`config.mk`:
```
export PLATFORM = sky130hd
export DESIGN_NAME = homography_query_scheduler
export DESIGN_NICKNAME = d
export VERILOG_FILES = /design/src/rtl/homography_query_scheduler.sv
export SDC_FILE = /design/constraint.sdc
export NUM_CORES = 1
export LEC_CHECK = 0
export CAP_MARGIN = 30
export CORE_AREA = 2 2 140 142
export CTS_BUF_LIST = sky130_fd_sc_hd__clkbuf_4 sky130_fd_sc_hd__clkbuf_8
export DETAILED_ROUTE_END_ITERATION = 10
export DIE_AREA = 0 0 142 144
export PLACE_DENSITY = 0.88
export SYNTH_ARGS = -nofsm -noshare
export SYNTH_HDL_FRONTEND = slang
export SYNTH_SLANG_ARGS = --single-unit
```
`constraint.sdc`:
```
create_clock -name clk_25 -period 5.4 [get_ports clk_25]
set_input_delay 1.35 -clock clk_25 [delete_from_list [all_inputs] [get_ports clk_25]]
set_output_delay 1.35 -clock clk_25 [all_outputs]
set_load 0.01 [all_outputs]
```
`src/rtl/homography_query_scheduler.sv`:
```
// Round-robin scheduler sharing one homography lookup unit between two requesters,
// with an in-order tag FIFO and a flush/drain handshake. Optional counters: HQS_STATS_EN.
module homography_query_scheduler #(
    parameter int unsigned DEPTH = 8,
    parameter int unsigned CNT_W = 4
) (
    input  logic             clk_25,
    input  logic             rst,
    input  logic             req0_valid,
    input  logic [9:0]       req0_x,
    input  logic [9:0]       req0_y,
    output logic             req0_ready,
    input  logic             req1_valid,
    input  logic [9:0]       req1_x,
    input  logic [9:0]       req1_y,
    output logic             req1_ready,
    input  logic             flush,
    output logic             flush_done,
    output logic [9:0]       query_x,
    output logic [9:0]       query_y,
    output logic             start,
    input  logic             ready,
    input  logic [9:0]       return_x,
    input  logic [9:0]       return_y,
    input  logic [4:0]       r,
    input  logic [5:0]       g,
    input  logic [4:0]       b,
    output logic             rsp0_valid,
    output logic             rsp1_valid,
    output logic [9:0]       rsp_x,
    output logic [9:0]       rsp_y,
    output logic [4:0]       rsp_r,
    output logic [5:0]       rsp_g,
    output logic [4:0]       rsp_b,
    output logic             rsp_mismatch,
    output logic             err_sticky,
    output logic [CNT_W-1:0] outstanding
`ifdef HQS_STATS_EN
    ,
    output logic [15:0]      grant_cnt0,
    output logic [15:0]      grant_cnt1,
    output logic [15:0]      mismatch_cnt
`endif
);

    localparam int unsigned PTR_W = $clog2(DEPTH);

    typedef enum logic [1:0] {ST_RUN, ST_DRAIN, ST_DONE} state_e;

    typedef struct packed {
        logic       owner;
        logic [9:0] x;
        logic [9:0] y;
    } tag_t;

    state_e            state_q, state_d;
    logic              rr_q, rr_d;
    logic [PTR_W-1:0]  wr_ptr_q, rd_ptr_q;
    logic [CNT_W-1:0]  outstanding_q, outstanding_d;
    tag_t              fifo_q [DEPTH];
    tag_t              head;
    logic              can_grant, gnt0, gnt1, push, pop, spurious, mismatch;
    tag_t              push_tag;

    logic              start_q, flush_done_q, err_q;
    logic [9:0]        query_x_q, query_y_q;
    logic              rsp0_q, rsp1_q, rsp_mm_q;
    logic [9:0]        rsp_x_q, rsp_y_q;
    logic [4:0]        rsp_r_q, rsp_b_q;
    logic [5:0]        rsp_g_q;

    // Arbitration: rr_q set means requester 1 has priority on a tie.
    always_comb begin
        can_grant = (state_q == ST_RUN) && (outstanding_q < CNT_W'(DEPTH));
        gnt0      = can_grant && req0_valid && (!req1_valid || !rr_q);
        gnt1      = can_grant && req1_valid && !gnt0;
        push      = gnt0 || gnt1;
        pop       = ready && (outstanding_q != '0);
        spurious  = ready && (outstanding_q == '0);
        head      = fifo_q[rd_ptr_q];
        mismatch  = (return_x != head.x) || (return_y != head.y);
        push_tag  = gnt1 ? tag_t'{1'b1, req1_x, req1_y} : tag_t'{1'b0, req0_x, req0_y};
        rr_d      = rr_q;
        if (gnt0)      rr_d = 1'b1;
        else if (gnt1) rr_d = 1'b0;
        outstanding_d = outstanding_q + CNT_W'(push) - CNT_W'(pop);
    end

    always_comb begin
        state_d = state_q;
        case (state_q)
            ST_RUN:   if (flush) state_d = ST_DRAIN;
            ST_DRAIN: if (outstanding_q == '0) state_d = ST_DONE;
            ST_DONE:  state_d = ST_RUN;
            default:  state_d = ST_RUN;
        endcase
    end

    always_ff @(posedge clk_25 or posedge rst) begin
        if (rst) begin
            state_q       <= ST_RUN;
            rr_q          <= 1'b0;
            wr_ptr_q      <= '0;
            rd_ptr_q      <= '0;
            outstanding_q <= '0;
            flush_done_q  <= 1'b0;
            start_q       <= 1'b0;
            query_x_q     <= '0;
            query_y_q     <= '0;
            rsp0_q        <= 1'b0;
            rsp1_q        <= 1'b0;
            rsp_mm_q      <= 1'b0;
            rsp_x_q       <= '0;
            rsp_y_q       <= '0;
            rsp_r_q       <= '0;
            rsp_g_q       <= '0;
            rsp_b_q       <= '0;
            err_q         <= 1'b0;
        end else begin
            state_q       <= state_d;
            rr_q          <= rr_d;
            outstanding_q <= outstanding_d;
            flush_done_q  <= (state_d == ST_DONE);
            start_q       <= push;
            rsp0_q        <= pop && !head.owner;
            rsp1_q        <= pop && head.owner;
            rsp_mm_q      <= pop && mismatch;
            err_q         <= err_q || spurious || (pop && mismatch);
            if (push) begin
                wr_ptr_q  <= wr_ptr_q + PTR_W'(1);
                query_x_q <= push_tag.x;
                query_y_q <= push_tag.y;
            end
            if (pop) begin
                rd_ptr_q <= rd_ptr_q + PTR_W'(1);
                rsp_x_q  <= head.x;
                rsp_y_q  <= head.y;
                rsp_r_q  <= r;
                rsp_g_q  <= g;
                rsp_b_q  <= b;
            end
        end
    end

    // Tag storage needs no reset; validity is tracked by the pointers and count.
    always_ff @(posedge clk_25) begin
        if (push) fifo_q[wr_ptr_q] <= push_tag;
    end

`ifdef HQS_STATS_EN
    logic [15:0] gc0_q, gc1_q, mmc_q;

    always_ff @(posedge clk_25 or posedge rst) begin
        if (rst) begin
            gc0_q <= '0;
            gc1_q <= '0;
            mmc_q <= '0;
        end else begin
            if (gnt0 && gc0_q != 16'hFFFF) gc0_q <= gc0_q + 16'd1;
            if (gnt1 && gc1_q != 16'hFFFF) gc1_q <= gc1_q + 16'd1;
            if (pop && mismatch && mmc_q != 16'hFFFF) mmc_q <= mmc_q + 16'd1;
        end
    end

    assign grant_cnt0   = gc0_q;
    assign grant_cnt1   = gc1_q;
    assign mismatch_cnt = mmc_q;
`endif

    assign req0_ready   = gnt0;
    assign req1_ready   = gnt1;
    assign flush_done   = flush_done_q;
    assign query_x      = query_x_q;
    assign query_y      = query_y_q;
    assign start        = start_q;
    assign rsp0_valid   = rsp0_q;
    assign rsp1_valid   = rsp1_q;
    assign rsp_x        = rsp_x_q;
    assign rsp_y        = rsp_y_q;
    assign rsp_r        = rsp_r_q;
    assign rsp_g        = rsp_g_q;
    assign rsp_b        = rsp_b_q;
    assign rsp_mismatch = rsp_mm_q;
    assign err_sticky   = err_q;
    assign outstanding  = outstanding_q;

endmodule

```
# Word-level counts from Yosys, hierarchy flattened
# Memories as Yosys holds them, arrays and structs flattened.
# Cells that the tools add are included.
# W data, S select, Z words.
[word_totals]
word_cells = 59
memories = 1
output_inout_bits = 68
regBits = 75
inputBits = 82
ramBits = 168
[classes]
muxes = 8
n_reduce_logical = 23
order_cmp = 1
n_eq_ne = 4
add_sub_neg = 4
[mem_list]
columns = ["memory", "depth", "width", "read_ports", "rd_ports_with_merged_regs", "wr", "line", "text"]
rows = [
  ["fifo_q", 8, 21, 1, 0, 1, "60", "tag_t fifo_q [DEPTH];"],
]
[ops]
columns = ["op", "count"]
rows = [
  ["$mux W21", 1],
  ["$ne A10 B10 Y1", 2],
  ["$logic_and A1 B1 Y1", 10],
  ["$add A3 B1 Y3 const B", 2],
  ["$logic_or A1 B1 Y1", 5],
  ["$add A4 B1 Y4", 1],
  ["$logic_not A1 Y1", 4],
  ["$logic_not A4 Y1", 1],
  ["$lt A4 B4 Y1 const B", 1],
  ["$mux W1", 4],
  ["$mux W2", 2],
  ["$pmux W2 S2", 1],
  ["$reduce_bool A4 Y1", 1],
  ["$sub A4 B1 Y4", 1],
  ["$eq A2 B1 Y1 const B", 1],
  ["$eq A2 B2 Y1 const B", 1],
  ["$logic_not A2 Y1", 1],
  ["$reduce_bool A2 Y1", 1],
]

# Longest topological paths before layout
# Gate-level depths: netlist (run 1).
[logic_depth]
depth_word = 9
depth_mapped = 11
depth_no_buf = 10

# Least setup slack after synthesis (run 1)
# Ideal clock, no wire load.
[synth_path]
path_type = "input-to-reg"
start = "input port req1_valid"
end = "memory fifo_q[2][0] (netlist name), enable pin"
n_path_buf = 1
setup_slack_ns = 0.942
required_time_ns = 4.940
cell_stages = 3
arrival_ns = 3.998
setup_time_ns = 0.460
cell_sequence = "o21ai_0 > clkbuf_1 > nor4b_1"
[synth_via]
elab_chain_cells = 8
elab_cells_between_ends = 9
classes_between = "mux: 2; reduce/logical: 7"
[synth_lines]
columns = ["element", "line", "text"]
rows = [
  ["start: declaration", "13", "input logic req1_valid,"],
  ["$logic_not A1 Y1", "75", "gnt0 = can_grant && req0_valid && (!req1_valid || !rr_q);"],
  ["$logic_or A1 B1 Y1", "75", ""],
  ["$logic_and A1 B1 Y1", "75", ""],
  ["$logic_not A1 Y1", "76", "gnt1 = can_grant && req1_valid && !gnt0;"],
  ["$logic_and A1 B1 Y1", "76", ""],
  ["$logic_or A1 B1 Y1 *", "77", "push = gnt0 || gnt1;"],
  ["$mux W1 *", "147", "if (push) fifo_q[wr_ptr_q] <= push_tag;"],
  ["$mux W1 (not written as such) *", "147", ""],
  ["end: declaration", "60", ""],
]
# Mark *: on every way between the ends. The rest lies on a longest branch, timed or not.

# Worst setup path in the final report (run 1)
[layout_path]
start = "input port req1_valid"
end = "output port req1_ready"
[layout_via]
elab_chain_cells = 5
elab_cells_between_ends = 6
classes_between = "reduce/logical: 6"
[layout_lines]
columns = ["element", "line", "text"]
rows = [
  ["$logic_not A1 Y1", "75", ""],
  ["$logic_or A1 B1 Y1", "75", ""],
  ["$logic_and A1 B1 Y1", "75", ""],
  ["$logic_not A1 Y1", "76", ""],
  ["$logic_and A1 B1 Y1 *", "76", ""],
  ["end: declaration", "16", "output logic req1_ready,"],
]
# Marked as above.

==> reports/summary.txt, run 1 <==
CTS tree: yes
Adder-cell share of the synthesized area: 0.00963
Fraction of the mapped netlist area in simple logic gates: 0.0830
R2R cell count: 6
Slew Viols, Final: 0
Worst skew pair latency: 0.53 ns
Number of max-cap violations: 0
Delay of the slowest critical-path stage: 0.60 ns
Achievable Freq: 226 MHz
CP top delay family: buffers and inverters
Area of the multi-input gates: 2800 sq um
H-tree level count: 2
Post-synth top flop: edfxtp_1
DRC: 0
Avg Cell Area, Syn: 15.7 sq um
FF-to-FF End: rsp_mismatch$_DFF_PP0_
Storage element area: 6920 sq um
Post-synthesis xor/xnor area fraction: 0.0195
Hold WC Path Type: reg -> reg
Worst Tran Pin Value: 0.974 ns
CTS Sinks: 243
Worst path cell trace: clkdlybuf4s50_1 -> nand2_1 -> nand3_1 -> nand3_1 -> inv_1 -> clkdlybuf4s50_1
Gr busiest metal: met2
Slew Limit Headroom: 0.351
Num CTS Buffers: 38
Worst Min Path Start: query_y[4]$_DFFE_PP0P_
Clock root cell: clkbuf_8
FFs w/ async S/R, synth: 0.309
Reg power frac: 0.427
Syn Nets: 719
Die Y: 144 um
Diode count: 0
Post-synthesis mux area share: 0.140
Synthesized cell area: 9880 sq um
Initial Util: 0.518
Die span in x: 142 um
Detailed-route via count: 5914
I/O Buffers: 149
Worst path required time: 4.05 ns
Total GRT Usage: 0.216
Initial antenna violation count: 0
Fin nets: 895
Layout cell share with drive strength beyond 1: 0.166
Leak: 4.75 nW
GR Util met3: 0.0517
Drt first-iter violations: 503
Buffer levels on the longest clock path: 3
Worst setup SP type: input port
Global routing usage on met1: 0.306
RSZ-0062 raised after global routing: false
Post-DP Area: 11700 sq um
Vias in the first global route: 5970
Status: finished, final reports clean
Rows: 51
CP endpoint kind: primary output
Distinct cells, synth: 47
Max Clock Skew: 0.0335 ns
Post-DP HPWL: 14000 um
CP max stage cell: clkdlybuf4s50_1
Post-CTS Hold Buffers: 0
Int Pwr: 4.07 mW
Synthesis-to-finish area growth: 25.5%
Final hold vios: 0
Grt ovf: 0
Clock Pin Slew Worst Setup and Hold Paths: 0.06 ns
Critical Path Fanout Max: 9
Switching power: 1.88 mW
Filler cell count: 1321
Main combinational cell family by area after synthesis: multiplexers
Final wirelength: 21600 um
Switching Share: 0.315
Most frequent cells in the layout: 168 x edfxtp_1, 149 x clkdlybuf4s50_1, 148 x nand2_1, 74 x dfrtp_1, 41 x clkbuf_8
Postcts setup bufs: 0
Clock share of power: 0.248
RR Startpoint: rd_ptr_q[0]$_DFFE_PP0P_
Combinational Power Share: 0.325
Drt wl/cell: 20.2 um
Post-route setup TNS: 0 ns
Synth Area in Compound Gates: 0.0263
First-pass GRT wire length: 33000 um
TritonRoute pass-1 iters: 5
Worst path arrival time: 3.08 ns
Core Area: 19100 sq um
Number of flops mapped to enable cells by yosys: 168
Final worst-path cycle share: 0.820
GPL Wtd Cong: 0.780
Synthesized flop and latch total: 243
Commonest non-fill, non-tap cell in the layout: edfxtp_1
Syn Inst Count: 630
Met2 GRT Util: 0.330
Worst reg2reg setup slack: 1.85 ns
Hold EP: query_y[4]$_DFFE_PP0P_
Gates resized, CTS repair: 0
Yosys warns: 0
Worst Hold Depth: 2
Final Instance Area: 12400 sq um
Die area: 20400 sq um
WP buf/inv: 3
Endpoints failing setup: 0
Post-route ant nets: 0
PwrDens: 480 nW/um^2
Instance count on the critical path: 6
Final Critical Period: 4.43 ns
Via density: 5.52
Maximum VDD drop: 0.222 mV
Sequential area share after synthesis: 0.701
Pin count of the biggest net entering global routing: 60
CP Class: in -> out
Boundary pin count: 150
## how the worst max path moves through the flow
stage	from	end	slack, ns
final	req1_valid	req1_ready	0.97
after global routing	req1_valid	req1_ready	0.83
after CTS	req1_valid	req1_ready	0.94
after detailed placement	req1_valid	req1_ready	0.93
after global placement	req1_valid	req1_ready	1.00
after floorplan	req1_valid	fifo_q[2][0]$_DFFE_PP_	0.94
## synth_stat cells (2+ instances only)
library cell | count | area, sq um
or3_1 | 2 | 12.5
and2_1 | 2 | 12.5
xnor2_1 | 6 | 52.6
buf_6 | 4 | 45.0
nor3_1 | 5 | 25.0
o21ai_0 | 20 | 100
mux2i_1 | 22 | 220
clkbuf_1 | 13 | 48.8
edfxtp_1 | 168 | 5040
o31ai_1 | 4 | 30.0
buf_2 | 7 | 35.0
nor3b_1 | 6 | 45.0
nor4_1 | 3 | 18.8
inv_1 | 8 | 30.0
nand2_1 | 149 | 559
o22ai_1 | 4 | 25.0
mux4_1 | 17 | 447
xor2_1 | 16 | 140
nand3_1 | 6 | 30.0
a22o_1 | 2 | 17.5
nor2_1 | 9 | 33.8
o2111ai_1 | 3 | 26.3
o21a_1 | 2 | 15.0
dfrtp_1 | 75 | 1880
mux4_2 | 18 | 405
nor4b_1 | 2 | 17.5
a21oi_1 | 2 | 10.0
buf_1 | 4 | 15.0
mux2_2 | 28 | 315
ha_1 | 6 | 75.1
## power by group through the flow
stage          registers, mW  logic, mW  clock network (mW)
6_report                2.54       1.93                1.48
5_1_grt                 2.57       2.10                1.59
4_1_cts                 2.54       1.95                1.50
3_5_place_dp            2.58       1.93                   0
3_3_place_gp            2.56       1.88                   0
2_1_floorplan           2.55       1.16                   0
## worst reg2reg max path, stage by stage, from the launching register on
cell       delay (ns)
dfrtp_1          0.97
clkinv_1         0.94
mux2i_1          0.67
xor2_1           0.25
o2111ai_1        0.15
nor4_1           0.33
a21oi_1          0.11
## metal layers
layer | vias up | part of all wire
li1 | 2689 | -
met1 | 2864 | 0.43
met2 | 306 | 0.45
met3 | 55 | 0.092
met4 | 0 | 0.031
met5 | - | 0
## cells by family after synthesis
group | Yosys count
flip-flops | 243
multiplexers | 85
buffers and inverters | 39
AND/OR/NAND/NOR | 192
AO/OA/AOI/OAI | 42
XOR/XNOR | 22
adder cells (fa/ha/maj) | 7
## registers in the layout, indices dropped and copies added, names as in the netlist
signal and flops:
rsp0_valid 1, state_q 2, rsp1_valid 1, rsp_mismatch 1, query_y 10, rsp_r 5, rsp_b 5, outstanding 4
query_x 10, rsp_g 6, flush_done 1, err_sticky 1, wr_ptr_q 3, rr_q 1, rsp_x 10, start 1
fifo_q 168, rsp_y 10, rd_ptr_q 3
## final cells by class
cell class	count	area share
clock buffers	57	0.0552
well taps	238	0.0240
multi-input cells	348	0.226
inverters	10	0.00313
clock inverters	10	0.00363
flip-flops and latches	243	0.558
repair buffers	165	0.130
## metrics by stage
| stage | util | power (mW) | hold slack (ns) | worst slack (ns) | std cells |
|---|---|---|---|---|---|
| 2_1_floorplan | - | 3.71 | 0.447 | 0.942 | 630 |
| 3_3_place_gp | 0.612 | 4.44 | 0.457 | 1.00 | 1004 |
| 3_5_place_dp | 0.612 | 4.51 | 0.463 | 0.934 | 1004 |
| 4_1_cts | 0.650 | 5.99 | 0.477 | 0.940 | 1071 |
| 5_1_grt | 0.650 | 6.26 | 0.501 | 0.829 | 1071 |
| 6_report | 0.650 | 5.95 | 0.473 | 0.974 | 1071 |
Power figures use the tool's default switching activity.
==> run 2: changes to the inputs <==
- CORE_AREA: 2 2 140 142 -> 2 2 144 146
- DIE_AREA: 0 0 142 144 -> 0 0 146 148
- PLACE_DENSITY: 0.88 -> 0.87
- clock period: 5.4 -> 3.6 ns (I/O delays scaled with it)
==> reports/summary.txt, run 2 (synthesis gave the netlist of run 1 again) <==
Status: finished, final reports clean
Worst path arrival time: 2.52 ns
Number of flip-flops in the largest register: 168
Post-route ant nets: 0
Fin nets: 907
Die Y: 148 um
I/O Buffers: 149
Post-DP HPWL: 14800 um
Max Clock Skew: 0.0316 ns
Critical Path Fanout Max: 3
Clock root cell: clkbuf_8
Final hold vios: 0
Diode count: 0
Via density: 5.38
TritonRoute pass-1 iters: 5
Num CTS Buffers: 39
Die area: 21600 sq um
CP Class: in -> out
Slew Limit Headroom: 0.385
Endpoints failing setup: 0
Layout cell share with drive strength beyond 1: 0.176
Grt ovf: 0
RSZ-0062 raised after global routing: false
Detailed-route via count: 6004
R2R cell count: 7
Core Area: 20000 sq um
Buffer levels on the longest clock path: 3
Cell Count, Final, Fillers Out: 1116
Placed Instances: 1047
Clock Pin Slew Worst Setup and Hold Paths: 0.05 ns
Commonest non-fill, non-tap cell in the layout: edfxtp_1
CTS tree: yes
Drt wl/cell: 19.6 um
Gates resized, CTS repair: 0
DRC: 0
Worst skew pair latency: 0.53 ns
Worst path required time: 2.70 ns
First-pass GRT wire length: 34600 um
Worst reg2reg setup slack: 0.70 ns
Filler cell count: 1404
Biggest register: fifo_q
Number of max-cap violations: 0
Maximum VDD drop: 0.415 mV
GPL Wtd Cong: 0.822
Slew Viols, Final: 0
Boundary pin count: 150
Worst setup SP type: input port
Most frequent cells in the layout: 168 x edfxtp_1, 149 x clkdlybuf4s50_1, 148 x nand2_1, 74 x dfrtp_1, 42 x clkbuf_8
Final Instance Area: 12600 sq um
Final Critical Period: 3.42 ns
Postcts setup bufs: 0
CTS Sinks: 243
H-tree level count: 2
Synthesis-to-finish area growth: 27.7%
Area of the multi-input gates: 2830 sq um
Post-DP Area: 11900 sq um
Rows: 52
Die span in x: 146 um
Leak: 4.83 nW
Post-CTS Hold Buffers: 0
Vias in the first global route: 6225
Pre-CTS WS: 0.176 ns
Worst Hold Depth: 2
Initial Util: 0.493
Worst Tran Pin Value: 0.918 ns
Hold_ws: 0.474 ns
PwrDens: 724 nW/um^2
Post-route setup TNS: 0 ns
Initial antenna violation count: 0
Drt first-iter violations: 575
CP endpoint kind: primary output
Achievable Freq: 292 MHz
Final wirelength: 21900 um
Final worst-path cycle share: 0.951
Total GRT Usage: 0.210
Setup ws final: 0.178 ns
Storage element area: 6920 sq um
Pin count of the biggest net entering global routing: 60
Hold WC Path Type: reg -> reg
run 2: stage by stage:
stage,total power [mW],util
after floorplan,5.57,-
final,9.14,0.629
after CTS,9.20,0.629
after global placement,6.78,0.591
after global routing,9.62,0.629
after detailed placement,6.89,0.591
run 2: worst paths after layout:
kind | start | end
setup / recovery | req1_valid | req1_ready
setup reg to reg | rd_ptr_q[0]$_DFFE_PP0P_ | rsp_mismatch$_DFF_PP0_
hold / removal | rsp_g[1]$_DFFE_PP0P_ | rsp_g[1]$_DFFE_PP0P_
max in group asynchronous | rst | query_x[2]$_DFFE_PP0P_
hold reg to reg | rsp_g[1]$_DFFE_PP0P_ | rsp_g[1]$_DFFE_PP0P_
min in group asynchronous | rst | rsp_b[2]$_DFFE_PP0P_
run 2: report_power, final:
part	internal [mW]	leakage (nW)	switching, mW
Clock	1.26	0.399	1.03
Sequential	3.45	2.43	0.337
Combinational	1.52	2.00	1.55
Total	6.23	4.83	2.91
run 2: routing by layer:
metal,track usage,vias to the layer above,routed length [um]
met5,0,-,0
met4,0.0587,0,408
met3,0.0485,34,1700
met2,0.341,272,10400
met1,0.288,2978,9370
li1,-,2720,-
run 2: final cells by class:
| cell class | count | share of cell area |
|---|---|---|
| multi-input cells | 348 | 0.225 |
| well taps | 270 | 0.0268 |
| clock buffers | 53 | 0.0524 |
| flip-flops and latches | 243 | 0.549 |
| inverters | 10 | 0.00308 |
| clock inverters | 16 | 0.00794 |
| repair buffers | 176 | 0.136 |
run 2: worst max-delay path, stage by stage:
cell             delay, ns
clkdlybuf4s50_1       0.55
nand2_1               0.07
nand3_1               0.12
nand3_1               0.18
inv_1                 0.15
clkdlybuf4s50_1       0.55
==> run 3: changes to the inputs <==
- CORE_AREA: 2 2 144 146 -> 2 2 166 127
- CTS_CLUSTER_DIAMETER: unset -> 40
- DIE_AREA: 0 0 146 148 -> 0 0 168 129
- HOLD_SLACK_MARGIN: unset -> 0.03
==> reports/summary.txt, run 3 (synthesis gave the netlist of run 1 again) <==
Clock root cell: clkbuf_8
CP max stage cell: clkdlybuf4s50_1
Biggest register: fifo_q
Hold WC Path Type: reg -> reg
Worst Hold Depth: 2
Instance count on the critical path: 6
WL met2: 10100 um
Die area: 21700 sq um
First-pass GRT wire length: 34100 um
Num CTS Buffers: 38
Most frequent cells in the layout: 168 x edfxtp_1, 149 x clkdlybuf4s50_1, 148 x nand2_1, 74 x dfrtp_1, 43 x clkbuf_8
Number of flip-flops in the largest register: 168
RSZ-0062 raised after global routing: false
Max Clock Skew: 0.0271 ns
FF-to-FF End: rsp_mismatch$_DFF_PP0_
Post-DP HPWL: 14800 um
Boundary pin count: 150
Met3 WL: 2100 um
Final hold vios: 0
Maximum VDD drop: 0.296 mV
Final worst-path cycle share: 0.933
GPL Wtd Cong: 0.823
Worst Tran Pin Value: 0.946 ns
Gates resized, CTS repair: 0
PwrDens: 735 nW/um^2
Top Metal Used: met4
Pin count of the biggest net entering global routing: 60
I/O Buffers: 149
Critical Path Fanout Max: 3
Core Area: 20000 sq um
Leak: 4.86 nW
WP buf/inv: 3
Layout cell share with drive strength beyond 1: 0.185
Worst reg2reg setup slack: 0.60 ns
Endpoints failing setup: 0
Number of max-cap violations: 0
Post-CTS Hold Buffers: 0
Post-route setup TNS: 0 ns
CTS Sinks: 243
CTS tree: yes
TritonRoute pass-1 iters: 6
Synthesis-to-finish area growth: 27.9%
DRC: 0
Worst skew pair latency: 0.54 ns
Grt ovf: 0
Fin nets: 905
Buffer levels on the longest clock path: 3
Drt first-iter violations: 557
Postcts setup bufs: 0
CP Class: in -> out
Post-route ant nets: 0
Slew Limit Headroom: 0.369
Pre-CTS WS: 0.227 ns
Achievable Freq: 298 MHz
Die span in x: 168 um
Setup ws final: 0.240 ns
Worst Min Path Start: rsp_r[3]$_DFFE_PP0P_
Status: finished, final reports clean
Drt wl/cell: 20.4 um
Worst Setup SP: req1_valid
Worst path cell trace: clkdlybuf4s50_1 -> nand2_1 -> nand3_1 -> nand3_1 -> inv_1 -> clkdlybuf4s50_1
Initial antenna violation count: 0
WL met1: 9990 um
Die Y: 129 um
Filler cell count: 1387
Commonest non-fill, non-tap cell in the layout: edfxtp_1
CP endpoint: req1_ready
Initial Util: 0.494
Rows: 45
H-tree level count: 2
Clock Pin Slew Worst Setup and Hold Paths: 0.06 ns
Final wirelength: 22500 um
Final Critical Period: 3.36 ns
Worst path arrival time: 2.46 ns
RR Startpoint: rd_ptr_q[0]$_DFFE_PP0P_
Via density: 5.48
Diode count: 0
CP endpoint kind: primary output
Total GRT Usage: 0.210
Delay of the slowest critical-path stage: 0.55 ns
Detailed-route via count: 6041
Slew Viols, Final: 0
Worst path required time: 2.70 ns
R2R cell count: 7
Vias in the first global route: 6058
Worst setup SP type: input port
CP top delay family: buffers and inverters
-- run 3: cell count changes in the layout (fill, tap and decap cells not counted), moves of 2 or more --
cell,delta
clkinv_1,-8
inv_6,+2
clkinv_2,-4
clkbuf_4,+10
-- run 3: layout make-up --
class                      count  area, sq um  share of cell area
sequential                   243         6920               0.548
tap                          258          323              0.0256
multi-input combinational    348         2830               0.224
inverter                      10         38.8             0.00307
clock buffer                  64          749              0.0593
clock inverter                 5         60.1             0.00475
timing repair buffer         175         1710               0.135
-- run 3: tightest hold or removal path: stages (launching register included) --
cell,delay [ns]
dfrtp_1,0.34
nand2_1,0.05
nand2_1,0.06
-- run 3: where the power goes --
| group | switching (mW) | internal, mW |
|---|---|---|
| Combinational | 1.52 | 1.52 |
| Clock | 1.04 | 1.39 |
| Sequential | 0.365 | 3.45 |
-- run 3: how the worst min path moves through the flow --
stage,slack [ns],end
6_report,0.47,rsp_r[3]$_DFFE_PP0P_
5_1_grt,0.50,rsp_g[1]$_DFFE_PP0P_
4_1_cts,0.48,rsp_r[3]$_DFFE_PP0P_
3_5_place_dp,0.46,rsp_r[3]$_DFFE_PP0P_
3_3_place_gp,0.46,rsp_r[0]$_DFFE_PP0P_
2_1_floorplan,0.45,rr_q$_DFFE_PP0P_
-- run 3: routing by layer --
metal | vias to the layer above | GRT usage
met5 | - | 0
met4 | 0 | 0.0578
met3 | 32 | 0.0541
met2 | 309 | 0.329
met1 | 2978 | 0.298
li1 | 2722 | -
-- run 3: per-stage QoR --
stage | util | total power [mW] | hold WS [ns] | area, sq um | std cells
floorplan | - | 5.57 | 0.447 | 9900 | 630
global placement | 0.591 | 6.79 | 0.456 | 11800 | 1034
detailed placement | 0.591 | 6.91 | 0.464 | 11800 | 1034
CTS | 0.632 | 9.35 | 0.478 | 12600 | 1103
global route | 0.632 | 9.75 | 0.499 | 12600 | 1103
finish | 0.632 | 9.29 | 0.473 | 12600 | 1103
